### config.mk
export PLATFORM = sky130hd
export DESIGN_NAME = shift_frame_ctrl_flat
export DESIGN_NICKNAME = d
export VERILOG_FILES = /design/src/rtl/shift_frame_ctrl_if.sv /design/src/rtl/shift_frame_ctrl.sv /design/src/flat_wrapper.sv
export SDC_FILE = /design/constraint.sdc
export NUM_CORES = 1
export LEC_CHECK = 0
export CORE_MARGIN = 5
export CORE_UTILIZATION = 45
export DETAILED_ROUTE_END_ITERATION = 8
export PLACE_DENSITY = 0.75
export SYNTH_ARGS = -nofsm -noshare
export SYNTH_HDL_FRONTEND = slang
export SYNTH_SLANG_ARGS = --single-unit
### constraint.sdc
create_clock -name clk -period 3.25 [get_ports clk]
set_input_delay 0.325 -clock clk [delete_from_list [all_inputs] [get_ports clk]]
set_output_delay 0.325 -clock clk [all_outputs]
set_load 0.01 [all_outputs]
### src/rtl/shift_frame_ctrl_if.sv
// Word-in / bit-out port bundle for shift_frame_ctrl.
// Handshake: a word transfers on a rising clk edge where in_valid && in_ready; in_data must be
// stable while in_valid is high, and in_ready depends only on controller state (never on in_valid).
interface shift_frame_ctrl_if #(
    parameter int WIDTH = 8
);
    logic             in_valid;
    logic [WIDTH-1:0] in_data;
    logic             in_ready;
    logic             en;
    logic             s_out;
    logic             s_valid;
    logic             frame_start;
    logic             frame_done;
    logic             busy;

    modport master (
        output in_valid, in_data, en,
        input  in_ready, s_out, s_valid, frame_start, frame_done, busy
    );

    modport slave (
        input  in_valid, in_data, en,
        output in_ready, s_out, s_valid, frame_start, frame_done, busy
    );
endinterface

### src/rtl/shift_frame_ctrl.sv
// Serialises one parallel word per valid/ready handshake onto a single-bit stream,
// framing it with start/done pulses and a fixed idle gap before the next word is accepted.
module shift_frame_ctrl #(
    parameter int WIDTH     = 8,
    parameter int GAP       = 1,
    parameter bit MSB_FIRST = 1'b1
) (
    input  logic                clk,
    input  logic                reset,
    shift_frame_ctrl_if.slave   bus,
    output logic [1:0]          dbg_state
);
    localparam int CW = $clog2(WIDTH);
    localparam int GW = (GAP > 1) ? $clog2(GAP) : 1;
    localparam logic [CW-1:0] CNT_LAST = CW'(WIDTH - 1);
    localparam logic [GW-1:0] GAP_LOAD = GW'((GAP > 0) ? (GAP - 1) : 0);

    typedef enum logic [1:0] {
        ST_IDLE  = 2'd0,
        ST_SHIFT = 2'd1,
        ST_GAP   = 2'd2
    } state_t;

    state_t           state_q, state_d;
    logic [WIDTH-1:0] shreg_q, shreg_d;
    logic [CW-1:0]    cnt_q, cnt_d;
    logic [GW-1:0]    gap_q, gap_d;
    logic             done_q, done_d;
    logic             take;

    assign take = bus.in_valid && bus.in_ready;

    always_ff @(posedge clk or posedge reset) begin
        if (reset) begin
            state_q <= ST_IDLE;
            shreg_q <= '0;
            cnt_q   <= '0;
            gap_q   <= '0;
            done_q  <= 1'b0;
        end else begin
            state_q <= state_d;
            shreg_q <= shreg_d;
            cnt_q   <= cnt_d;
            gap_q   <= gap_d;
            done_q  <= done_d;
        end
    end

    always_comb begin
        state_d = state_q;
        shreg_d = shreg_q;
        cnt_d   = cnt_q;
        gap_d   = gap_q;
        done_d  = 1'b0;
        case (state_q)
            ST_IDLE: begin
                if (take) begin
                    shreg_d = bus.in_data;
                    cnt_d   = CNT_LAST;
                    state_d = ST_SHIFT;
                end
            end
            ST_SHIFT: begin
                // en low freezes everything, so the presented bit simply stretches
                if (bus.en) begin
                    if (cnt_q == '0) begin
                        done_d  = 1'b1;
                        gap_d   = GAP_LOAD;
                        state_d = (GAP > 0) ? ST_GAP : ST_IDLE;
                    end else begin
                        shreg_d = MSB_FIRST ? {shreg_q[WIDTH-2:0], 1'b0}
                                            : {1'b0, shreg_q[WIDTH-1:1]};
                        cnt_d   = cnt_q - 1'b1;
                    end
                end
            end
            ST_GAP: begin
                // the gap runs on clk alone; the frame_done cycle is its first cycle
                if (gap_q == '0) begin
                    state_d = ST_IDLE;
                end else begin
                    gap_d = gap_q - 1'b1;
                end
            end
            default: state_d = ST_IDLE;
        endcase
    end

    always_comb begin
        bus.in_ready    = (state_q == ST_IDLE) && !reset;
        bus.s_valid     = (state_q == ST_SHIFT);
        bus.s_out       = (state_q == ST_SHIFT) &&
                          (MSB_FIRST ? shreg_q[WIDTH-1] : shreg_q[0]);
        bus.frame_start = (state_q == ST_SHIFT) && (cnt_q == CNT_LAST);
        bus.frame_done  = done_q;
        bus.busy        = (state_q != ST_IDLE);
        dbg_state       = state_q;
    end
endmodule

### src/flat_wrapper.sv
// flat-port wrapper written by rule: the top's interface ports become plain ports
module shift_frame_ctrl_flat 
#(
    parameter int WIDTH     = 8,
    parameter int GAP       = 1,
    parameter bit MSB_FIRST = 1'b1
)
  (clk, reset, dbg_state, bus_in_valid, bus_in_data, bus_en, bus_in_ready, bus_s_out, bus_s_valid, bus_frame_start, bus_frame_done, bus_busy);
  shift_frame_ctrl_if #(.WIDTH(WIDTH)) bus_i ();
  input  logic clk;
  input  logic reset;
  output logic [1:0] dbg_state;
  input wire logic [$bits(bus_i.in_valid)-1:0] bus_in_valid;
  input wire logic [$bits(bus_i.in_data)-1:0] bus_in_data;
  input wire logic [$bits(bus_i.en)-1:0] bus_en;
  output wire logic [$bits(bus_i.in_ready)-1:0] bus_in_ready;
  output wire logic [$bits(bus_i.s_out)-1:0] bus_s_out;
  output wire logic [$bits(bus_i.s_valid)-1:0] bus_s_valid;
  output wire logic [$bits(bus_i.frame_start)-1:0] bus_frame_start;
  output wire logic [$bits(bus_i.frame_done)-1:0] bus_frame_done;
  output wire logic [$bits(bus_i.busy)-1:0] bus_busy;
  assign bus_i.in_valid = bus_in_valid;
  assign bus_i.in_data = bus_in_data;
  assign bus_i.en = bus_en;
  assign bus_in_ready = bus_i.in_ready;
  assign bus_s_out = bus_i.s_out;
  assign bus_s_valid = bus_i.s_valid;
  assign bus_frame_start = bus_i.frame_start;
  assign bus_frame_done = bus_i.frame_done;
  assign bus_busy = bus_i.busy;
  shift_frame_ctrl #(.WIDTH(WIDTH), .GAP(GAP), .MSB_FIRST(MSB_FIRST)) u_core (.clk(clk), .reset(reset), .bus(bus_i), .dbg_state(dbg_state));
endmodule
# Word level (Yosys, flattened, before mapping)

Index checks and enable logic that the tools add are counted.

Add/sub/neg operators: 2
$mul: 0
Divide/modulo/power cells: 0
Order comparisons: 0
Equality and inequality tests: 8
Shifts and indexed selects: 0
Mux-type cells: 20
Bitwise logic cells: 0
Reductions and logical operators: 13

Operators with widths:

| operator              | number |
|---|---|
| $mux W8               | 3 |
| $pmux W8 S2           | 1 |
| $mux W3               | 3 |
| $mux W2               | 4 |
| $reduce_and A4 Y1     | 2 |
| $mux W1               | 6 |
| $ne A2 B2 Y1 const B  | 3 |
| $pmux W2 S3           | 1 |
| $pmux W3 S2           | 1 |
| $reduce_bool A2 Y1    | 3 |
| $logic_and A1 B1 Y1   | 4 |
| $ne A2 B1 Y1 const B  | 2 |
| $eq A3 B3 Y1 const B  | 1 |
| $logic_not A3 Y1      | 1 |
| $reduce_and A3 Y1     | 1 |
| $sub A3 B1 Y3 const B | 1 |
| $eq A2 B1 Y1 const B  | 1 |
| $eq A2 B2 Y1 const B  | 1 |
| $logic_not A2 Y1      | 1 |
| $pmux W1 S2           | 1 |
| $logic_not A1 Y1      | 1 |
| $sub A1 B1 Y1 const B | 1 |

Flip-flop bits (word level): 15
Latch bits: 0
RAM bits: 0
Memory bits (read-only): 0
Output and inout port bits: 8
Memories: 0

# Longest topological paths before layout

Gate-level depths: netlist of the first run.

Depth after elaboration: 5
Depth in mapped cells: 6
Mapped depth without buffers: 5

# Worst setup path after synthesis of the first run

No wires, ideal clock.

Kind: reg-to-reg
Start: register u_core.state_q[1] (netlist: u_core.dbg_state[1])
End: register u_core.cnt_q[1]
Setup time: 125 ps
Arrival time: 1459 ps
Slack: 1666 ps
Stages on the path, launching flop included: 7
Path buffers: 2
Cell sequence: dfrtp_1 -> nand2b_1 -> buf_6 -> inv_4 -> a32o_1 -> buf_6 -> mux2_4

RTL lines:

| element                                                                    | line                   | RTL |
|---|---|---|
| start: declaration                                                         | shift_frame_ctrl.sv:24 | `state_t state_q, state_d;` |
| start signal: assignment                                                   | shift_frame_ctrl.sv:41 | `state_q <= state_d;` |
| $eq A2 B1 Y1 (*)                                                           | n/a                    |  |
| via bus_s_valid                                                            | flat_wrapper.sv:18     | `output wire logic [$bits(bus_i.s_valid)-1:0] bus_s_valid;` |
| $ne A2 B2 Y1 (no source line) / $reduce_bool A2 Y1 (equally long branches) | n/a                    |  |
| $reduce_and A4 Y1 (no source line)                                         | n/a                    |  |
| end signal: assignment                                                     | shift_frame_ctrl.sv:43 | `cnt_q <= cnt_d;` |
| end: declaration                                                           | shift_frame_ctrl.sv:26 | `logic [CW-1:0] cnt_q, cnt_d;` |

Mark *: on every way through the listed nets, which the timed path passes. The rest lies on a longest branch.
A chain may end at the register's enable or synchronous reset.

# Final worst setup path of the first run

Start: register u_core.state_q[1] (netlist: u_core.dbg_state[1])
End: output port bus_frame_start

Longest elaborated chain between the ends: 2

Ends and longest elaborated chain:

| element             | line                   | RTL |
|---|---|---|
| $eq A2 B1 Y1        | shift_frame_ctrl.sv:94 | `bus.frame_start = (state_q == ST_SHIFT) && (cnt_q == CNT_LAST);` |
| $logic_and A1 B1 Y1 | shift_frame_ctrl.sv:94 |  |
| end: declaration    | flat_wrapper.sv:19     | `output wire logic [$bits(bus_i.frame_start)-1:0] bus_frame_start;` |

No other way between the ends.

==> out/results.md, run 1 <==
| Item | Value |
| --- | --- |
| Outcome | completed |
| Path type of the worst min-delay path | in -> async |
| Hold-fix buffers at CTS | 0 |
| Total of fill cells in the finished design | 143 |
| Register area | 350 µm² |
| Hold slack final | 0.442 ns |
| Synthesized Nets | 75 |
| Number of H-tree levels | 1 |
| Share of synthesized area spent on multiplexers | 27.4% |
| CTS buffer count | 3 |
| Area share of and/or/nand/nor cells after synthesis | 11.2% |
| Clock-pin transition on the worst setup and hold timing paths | 0.08 ns |
| Fraction of layout cells with a size suffix above 1 | 25.9% |
| Complex-gate fraction of the synthesized area | 5.21% |
| Type of destination of the critical path | output pin |
| Peak Freq | 0.447 GHz |
| Clock skew | 0.000661 ns |
| Final critical path time including I/O delays and setup | 2.23 ns |
| Setup repair after global routing missed its margin | false |
| Global route overflow | 0 |
| Fraction of synthesized cell area in xor and xnor cells | 0% |
| Number of distinct library cells after synthesis | 20 |
| Count of cells resized by post-cts repair | 0 |
| WP data arrival | 1.91 ns |
| Maximum number of pins on one net before global-route repair | 15 |
| Adder-cell area share of the yosys netlist | 4.89% |
| FP Rows | 15 |
| Router iterations before antenna repair | 4 |
| Area of all placed cells without fillers | 993 µm² |
| IO Count | 20 |
| Worst supply voltage drop on vdd | 0.465 mV |
| Combinational family with the most area after synthesis | multiplexers |
| Critical Setup Path Class | reg -> out |
| Multi-input gate area | 374 µm² |
| Reg-to-reg startpoint | u_core.dbg_state[1] |
| Number of antenna repair diodes | 0 |
| Worst Path Max Fanout | 8 |
| Post-CTS repair timing setup buffer count | 0 |
| DP Wirelength | 1190 µm |
| Share of the yosys chip area belonging to registers | 45.6% |
| Port Buf Inserts | 19 |
| Data required, critical path | 2.92 ns |
| Placed cell area | 957 µm² |
| Final period util | 68.8% |
| Number of max-capacitance violations reported | 0 |
| Average size of a mapped cell | 12.8 µm² |
| Maximum number of buffers from clock root to sink | 2 |
| Number of max-slew violations in the final report | 0 |
| Clock tree sinks | 14 |
| Y dimension of the die | 51.3 µm |
| Setup TNS | 0 ns |
| Initial detailed-routing violation count | 5 |
| Worst setup slack after layout | 1.02 ns |
| CTS tree | built |
| Critical path destination | bus_frame_start |
| Yosys Warn Count | 0 |
| Leading cell types in the layout, fill and taps excluded | sky130_fd_sc_hd__clkdlybuf4s50_1, sky130_fd_sc_hd__dfrtp_1, sky130_fd_sc_hd__mux2_2, sky130_fd_sc_hd__mux2_4, sky130_fd_sc_hd__inv_1 |
| Setup crit start kind | flop |
| Number of global-route vias before repair | 495 |
| Vias after detailed routing | 520 |
| Floorplan die width | 51.3 µm |
| Placeable core region | 0.00167 mm² |
| DRT Wirelength | 1550 µm |
| Synthesized cell area | 768 µm² |
| Number of nets in the final layout | 97 |
| Depth of the worst register-to-register path | 4 |
| Transition time of the tightest slew-check pin | 0.657 ns |
| Worst slew margin relative to its limit | 56.2% |
| Number of antenna violations at the first check in global routing | 0 |
| Critical path launch point | u_core.dbg_state[1] |
| Power density over the cells | 951 mW/mm² |
| Die area | 0.00263 mm² |
| Post-route ant nets | 0 |
| Reg-to-reg setup timing slack | 1.19 ns |
| Most common cell after layout, fill and taps aside | sky130_fd_sc_hd__clkdlybuf4s50_1 |
| Effective utilization at floorplan | 46.0% |
| Fin. Hold Viols | 0 |
| Number of flip-flops and latches in the synthesized netlist | 14 |
| Number of endpoints failing setup at the final stage | 0 |
| Area delta synth->final | 29.3% |
| Cell count after synthesis | 60 |
| Wirelength per Cell | 15.8 µm |
| Clock latency on the worst-skew pair | 0.28 ns |
| Final weighted congestion in routability-driven placement | 0.772 |
| GRT Util Overall | 12.4% |
| Static leakage | 0.468 nW |
| CTS root buffer | sky130_fd_sc_hd__clkbuf_4 |
| Worst R2R End | u_core.shreg_q[0] |
| Final core utilization | 59.5% |
| Worst-case setup slack after placement | 1.19 ns |
| Count of unresolved DRC violations after routing | 0 |
| Via-per-instance ratio | 5.31 |
| First-pass GRT wire length | 2300 µm |
## synth_stat cells
| library cell | instances | share of area (%) |
|---|---|---|
| sky130_fd_sc_hd__nand4_1 | 1 | 0.81 |
| sky130_fd_sc_hd__a2bb2oi_1 | 1 | 1.1 |
| sky130_fd_sc_hd__and2_1 | 1 | 0.81 |
| sky130_fd_sc_hd__o21a_1 | 1 | 0.98 |
| sky130_fd_sc_hd__a32o_1 | 1 | 1.3 |
| sky130_fd_sc_hd__a311oi_1 | 1 | 1.1 |
| sky130_fd_sc_hd__mux2_2 | 8 | 12 |
| sky130_fd_sc_hd__o21ai_0 | 1 | 0.65 |
| sky130_fd_sc_hd__nand2_1 | 1 | 0.49 |
| sky130_fd_sc_hd__buf_6 | 2 | 2.9 |
| sky130_fd_sc_hd__inv_1 | 4 | 2.0 |
| sky130_fd_sc_hd__nor2b_1 | 3 | 2.4 |
| sky130_fd_sc_hd__nand2b_1 | 2 | 1.6 |
| sky130_fd_sc_hd__inv_4 | 1 | 0.81 |
| sky130_fd_sc_hd__nand4b_1 | 1 | 1.1 |
| sky130_fd_sc_hd__ha_1 | 3 | 4.9 |
| sky130_fd_sc_hd__dfrtp_1 | 14 | 46 |
| sky130_fd_sc_hd__nor2_1 | 3 | 1.5 |
| sky130_fd_sc_hd__mux2_4 | 8 | 16 |
| sky130_fd_sc_hd__and3_1 | 3 | 2.4 |
## final cells by class
class / instances / area share (%)
Multi-Input combinational cell: 39 / 37.7
Sequential cell: 14 / 35.3
Timing Repair Buffer: 19 / 19.1
Clock buffer: 4 / 3.65
Inverter: 5 / 2.14
Tap cell: 17 / 2.14
## how the worst min path moves through the flow
stage                                  from                     to  cells past startpoint
after floorplan                       reset  u_core.bus.frame_done                      1
after global placement    u_core.shreg_q[0]      u_core.shreg_q[0]                      1
after global routing                  reset      u_core.shreg_q[4]                      2
final                                 reset  u_core.bus.frame_done                      2
after detailed placement  u_core.shreg_q[7]      u_core.shreg_q[7]                      1
after CTS                             reset      u_core.shreg_q[5]                      2
## critical path, stage by stage (launching register included)
cell and delay [ns]:
sky130_fd_sc_hd__dfrtp_1 0.42, sky130_fd_sc_hd__nand2b_1 0.34, sky130_fd_sc_hd__inv_4 0.17, sky130_fd_sc_hd__and3_1 0.16
sky130_fd_sc_hd__clkdlybuf4s50_1 0.53
## flip-flops by register name, summed over array words and instances, names as in the netlist
signal	count
u_core.cnt_q	3
u_core.shreg_q	8
u_core.bus.frame_done	1
u_core.dbg_state	2
## power by group
part	internal, W	total, W	switching, W
sequential	0.000251	0.000312	0.0000608
combinational	0.000310	0.000509	0.000199
clock	0.0000681	0.000124	0.0000556
## layer usage
metal,part of all wire (%),GRT usage (%),vias up
met5,0,0,-
met4,1.2,7.86,0
met3,4.3,2.04,2
met2,52,19.3,16
met1,42,15.7,252
li1,-,-,250
## kinds of logic (layout without fill, tap and decap cells)
kind of cell | Yosys count | count (layout)
buffers and inverters | 7 | 28
and+or+nand+nor | 15 | 15
DFF | 14 | 14
AOI/OAI and AO/OA | 5 | 5
muxes | 16 | 16
adders and majority gates | 3 | 3
## metrics by stage
| stage | total power (W) | instances |
|---|---|---|
| finish | 0.000945 | 98 |
| global route | 0.00100 | 98 |
| CTS | 0.000954 | 98 |
| detailed placement | 0.000825 | 94 |
| global placement | 0.000806 | 94 |
| floorplan | 0.000688 | 60 |
Power figures use the tool's default switching activity.
==> inputs of run 2 (changes only) <==
==> constraint.sdc (replaced) <==
create_clock -name clk -period 2.19 [get_ports clk]
set_input_delay 0.219 -clock clk [delete_from_list [all_inputs] [get_ports clk]]
set_output_delay 0.219 -clock clk [all_outputs]
set_load 0.01 [all_outputs]
==> out/results.md, run 2 (same netlist as run 1, synthesis figures left out) <==
| Item | Value |
| --- | --- |
| Outcome | completed |
| Switching share of power | 32.6% |
| Sw Pwr | 0.000472 W |
| Router iterations before antenna repair | 3 |
| Setup repair after global routing missed its margin | false |
| Type of destination of the critical path | output pin |
| Number of global-route vias before repair | 513 |
| Y dimension of the die | 51.3 µm |
| Leading cell types in the layout, fill and taps excluded | sky130_fd_sc_hd__clkdlybuf4s50_1, sky130_fd_sc_hd__dfrtp_1, sky130_fd_sc_hd__mux2_2, sky130_fd_sc_hd__mux2_4 |
| Die area | 0.00263 mm² |
| Count of cells resized by post-cts repair | 0 |
| Crit path buf inv count | 2 |
| CTS tree | built |
| Worst Path Max Fanout | 8 |
| Maximum number of pins on one net before global-route repair | 15 |
| Setup crit start kind | flop |
| Number of max-slew violations in the final report | 0 |
| Hold slack final | 0.312 ns |
| Hold-fix buffers at CTS | 0 |
| Worst supply voltage drop on vdd | 0.679 mV |
| Worst path top cell family by delay | buffers and inverters |
| Number of H-tree levels | 1 |
| Number of nets in the final layout | 101 |
| DRT Wirelength | 1420 µm |
| First-pass GRT wire length | 2390 µm |
| Number of antenna violations at the first check in global routing | 0 |
| Flip-flop count of the largest register, all copies and words added | 8 |
| Final period util | 88.3% |
| Power density over the cells | 1410 mW/mm² |
| Critical Setup Path Class | reg -> out |
| Cell-by-cell listing of the critical path | nand2b_1 -> inv_4 -> and3_1 -> clkdlybuf4s50_1 |
| FP Rows | 15 |
| Worst slew margin relative to its limit | 65.8% |
| Share of total power in combinational logic | 56.0% |
| Final non-filler cell total | 102 |
| Vias after detailed routing | 532 |
| Post-route ant nets | 0 |
| Static leakage | 0.488 nW |
| Number of antenna repair diodes | 0 |
| Wirelength per Cell | 13.9 µm |
| CTS root buffer | sky130_fd_sc_hd__clkbuf_4 |
| Effective utilization at floorplan | 46.0% |
| Count of unresolved DRC violations after routing | 0 |
| Final critical path time including I/O delays and setup | 1.93 ns |
| Register with the highest flop count | u_core.shreg_q |
| Via-per-instance ratio | 5.22 |
| Clock tree sinks | 14 |
| Fraction of layout cells with a size suffix above 1 | 29.4% |
| Total of fill cells in the finished design | 139 |
| Peak Freq | 0.517 GHz |
| Setup TNS | 0 ns |
| CTS buffer count | 3 |
| Clock latency on the worst-skew pair | 0.29 ns |
| Data required, critical path | 1.97 ns |
| Delay contributed by the slowest stage of the critical path | 0.53 ns |
| Placeable core region | 0.00167 mm² |
| Sequential power share | 30.6% |
| IO Count | 20 |
| Floorplan die width | 51.3 µm |
| Placed instance count | 98 |
| CP max-delay cell | sky130_fd_sc_hd__clkdlybuf4s50_1 |
| Internal power contribution | 0.000975 W |
| Post-CTS repair timing setup buffer count | 0 |
| Clock-pin transition on the worst setup and hold timing paths | 0.09 ns |
| WP data arrival | 1.71 ns |
| Fin. Hold Viols | 0 |
| Maximum number of buffers from clock root to sink | 2 |
| DP Wirelength | 1050 µm |
| Transition time of the tightest slew-check pin | 0.513 ns |
| Path type of the worst min-delay path | in -> async |
| Number of endpoints failing setup at the final stage | 0 |
| GRT Util Overall | 12.7% |
| Final weighted congestion in routability-driven placement | 0.785 |
| Global route overflow | 0 |
| Initial detailed-routing violation count | 5 |
| Clock skew | 0.00341 ns |
| Clock power frac | 13.3% |
| Most common cell after layout, fill and taps aside | sky130_fd_sc_hd__clkdlybuf4s50_1 |
| Port Buf Inserts | 19 |
| Number of max-capacitance violations reported | 0 |
| Area delta synth->final | 33.2% |
==> run 2: worst register-to-register path: stages, from the launching register on <==
cell and delay (ns):
sky130_fd_sc_hd__dfrtp_1 0.40, sky130_fd_sc_hd__inv_1 0.08, sky130_fd_sc_hd__ha_1 0.21, sky130_fd_sc_hd__nand2b_1 0.10, sky130_fd_sc_hd__a32o_1 0.33, sky130_fd_sc_hd__buf_4 0.20
sky130_fd_sc_hd__mux2_4 0.30
==> run 2: path summary, 6_finish.rpt <==
path	from	endpoint	slack [ns]	cells after the start
min in group clk	u_core.shreg_q[0]	u_core.shreg_q[0]	0.51	1
max in group asynchronous	reset	u_core.shreg_q[2]	1.53	2
max reg2reg	u_core.cnt_q[0]	u_core.shreg_q[7]	0.46	6
min	reset	u_core.bus.frame_done	0.31	2
min reg2reg	u_core.shreg_q[0]	u_core.shreg_q[0]	0.51	1
max	u_core.dbg_state[1]	bus_frame_start	0.26	4
==> run 2: per-stage QoR <==
step | setup WS (ns) | util, % | area, µm² | power [W]
6_report | 0.256 | 61.3 | 1020 | 0.00145
5_1_grt | 0.154 | 61.3 | 1020 | 0.00154
4_1_cts | 0.233 | 61.3 | 1020 | 0.00146
3_5_place_dp | 0.420 | 59.1 | 987 | 0.00126
3_3_place_gp | 0.443 | 59.1 | 987 | 0.00124
2_1_floorplan | 0.606 | - | 768 | 0.00102
==> run 2: final cells by class <==
| type | count | area, µm² | share of cell area, % |
|---|---|---|---|
| clock buffers | 4 | 36.3 | 3.55 |
| inverters | 5 | 21.3 | 2.08 |
| multi-input cells | 39 | 374 | 36.6 |
| flip-flops and latches | 14 | 350 | 34.2 |
| well taps | 17 | 21.3 | 2.08 |
| repair buffers | 23 | 220 | 21.5 |
==> run 2: per-layer routing <==
metal	share of wire (%)	track usage [%]	wire length (µm)	vias to the layer above
met4	1.8	9.17	25	0
met5	0	0	0	-
li1	-	-	-	259
met3	3.9	2.92	55	2
met1	45	15.6	634	261
met2	50	19.3	707	10
==> run 2: power by group through the flow <==
stage,Combinational (W),Clock (W),Sequential (W)
after floorplan,0.000575,0,0.000446
after global placement,0.000796,0,0.000446
after detailed placement,0.000809,0,0.000449
after CTS,0.000816,0.000198,0.000445
after global routing,0.000876,0.000207,0.000461
final,0.000810,0.000193,0.000443
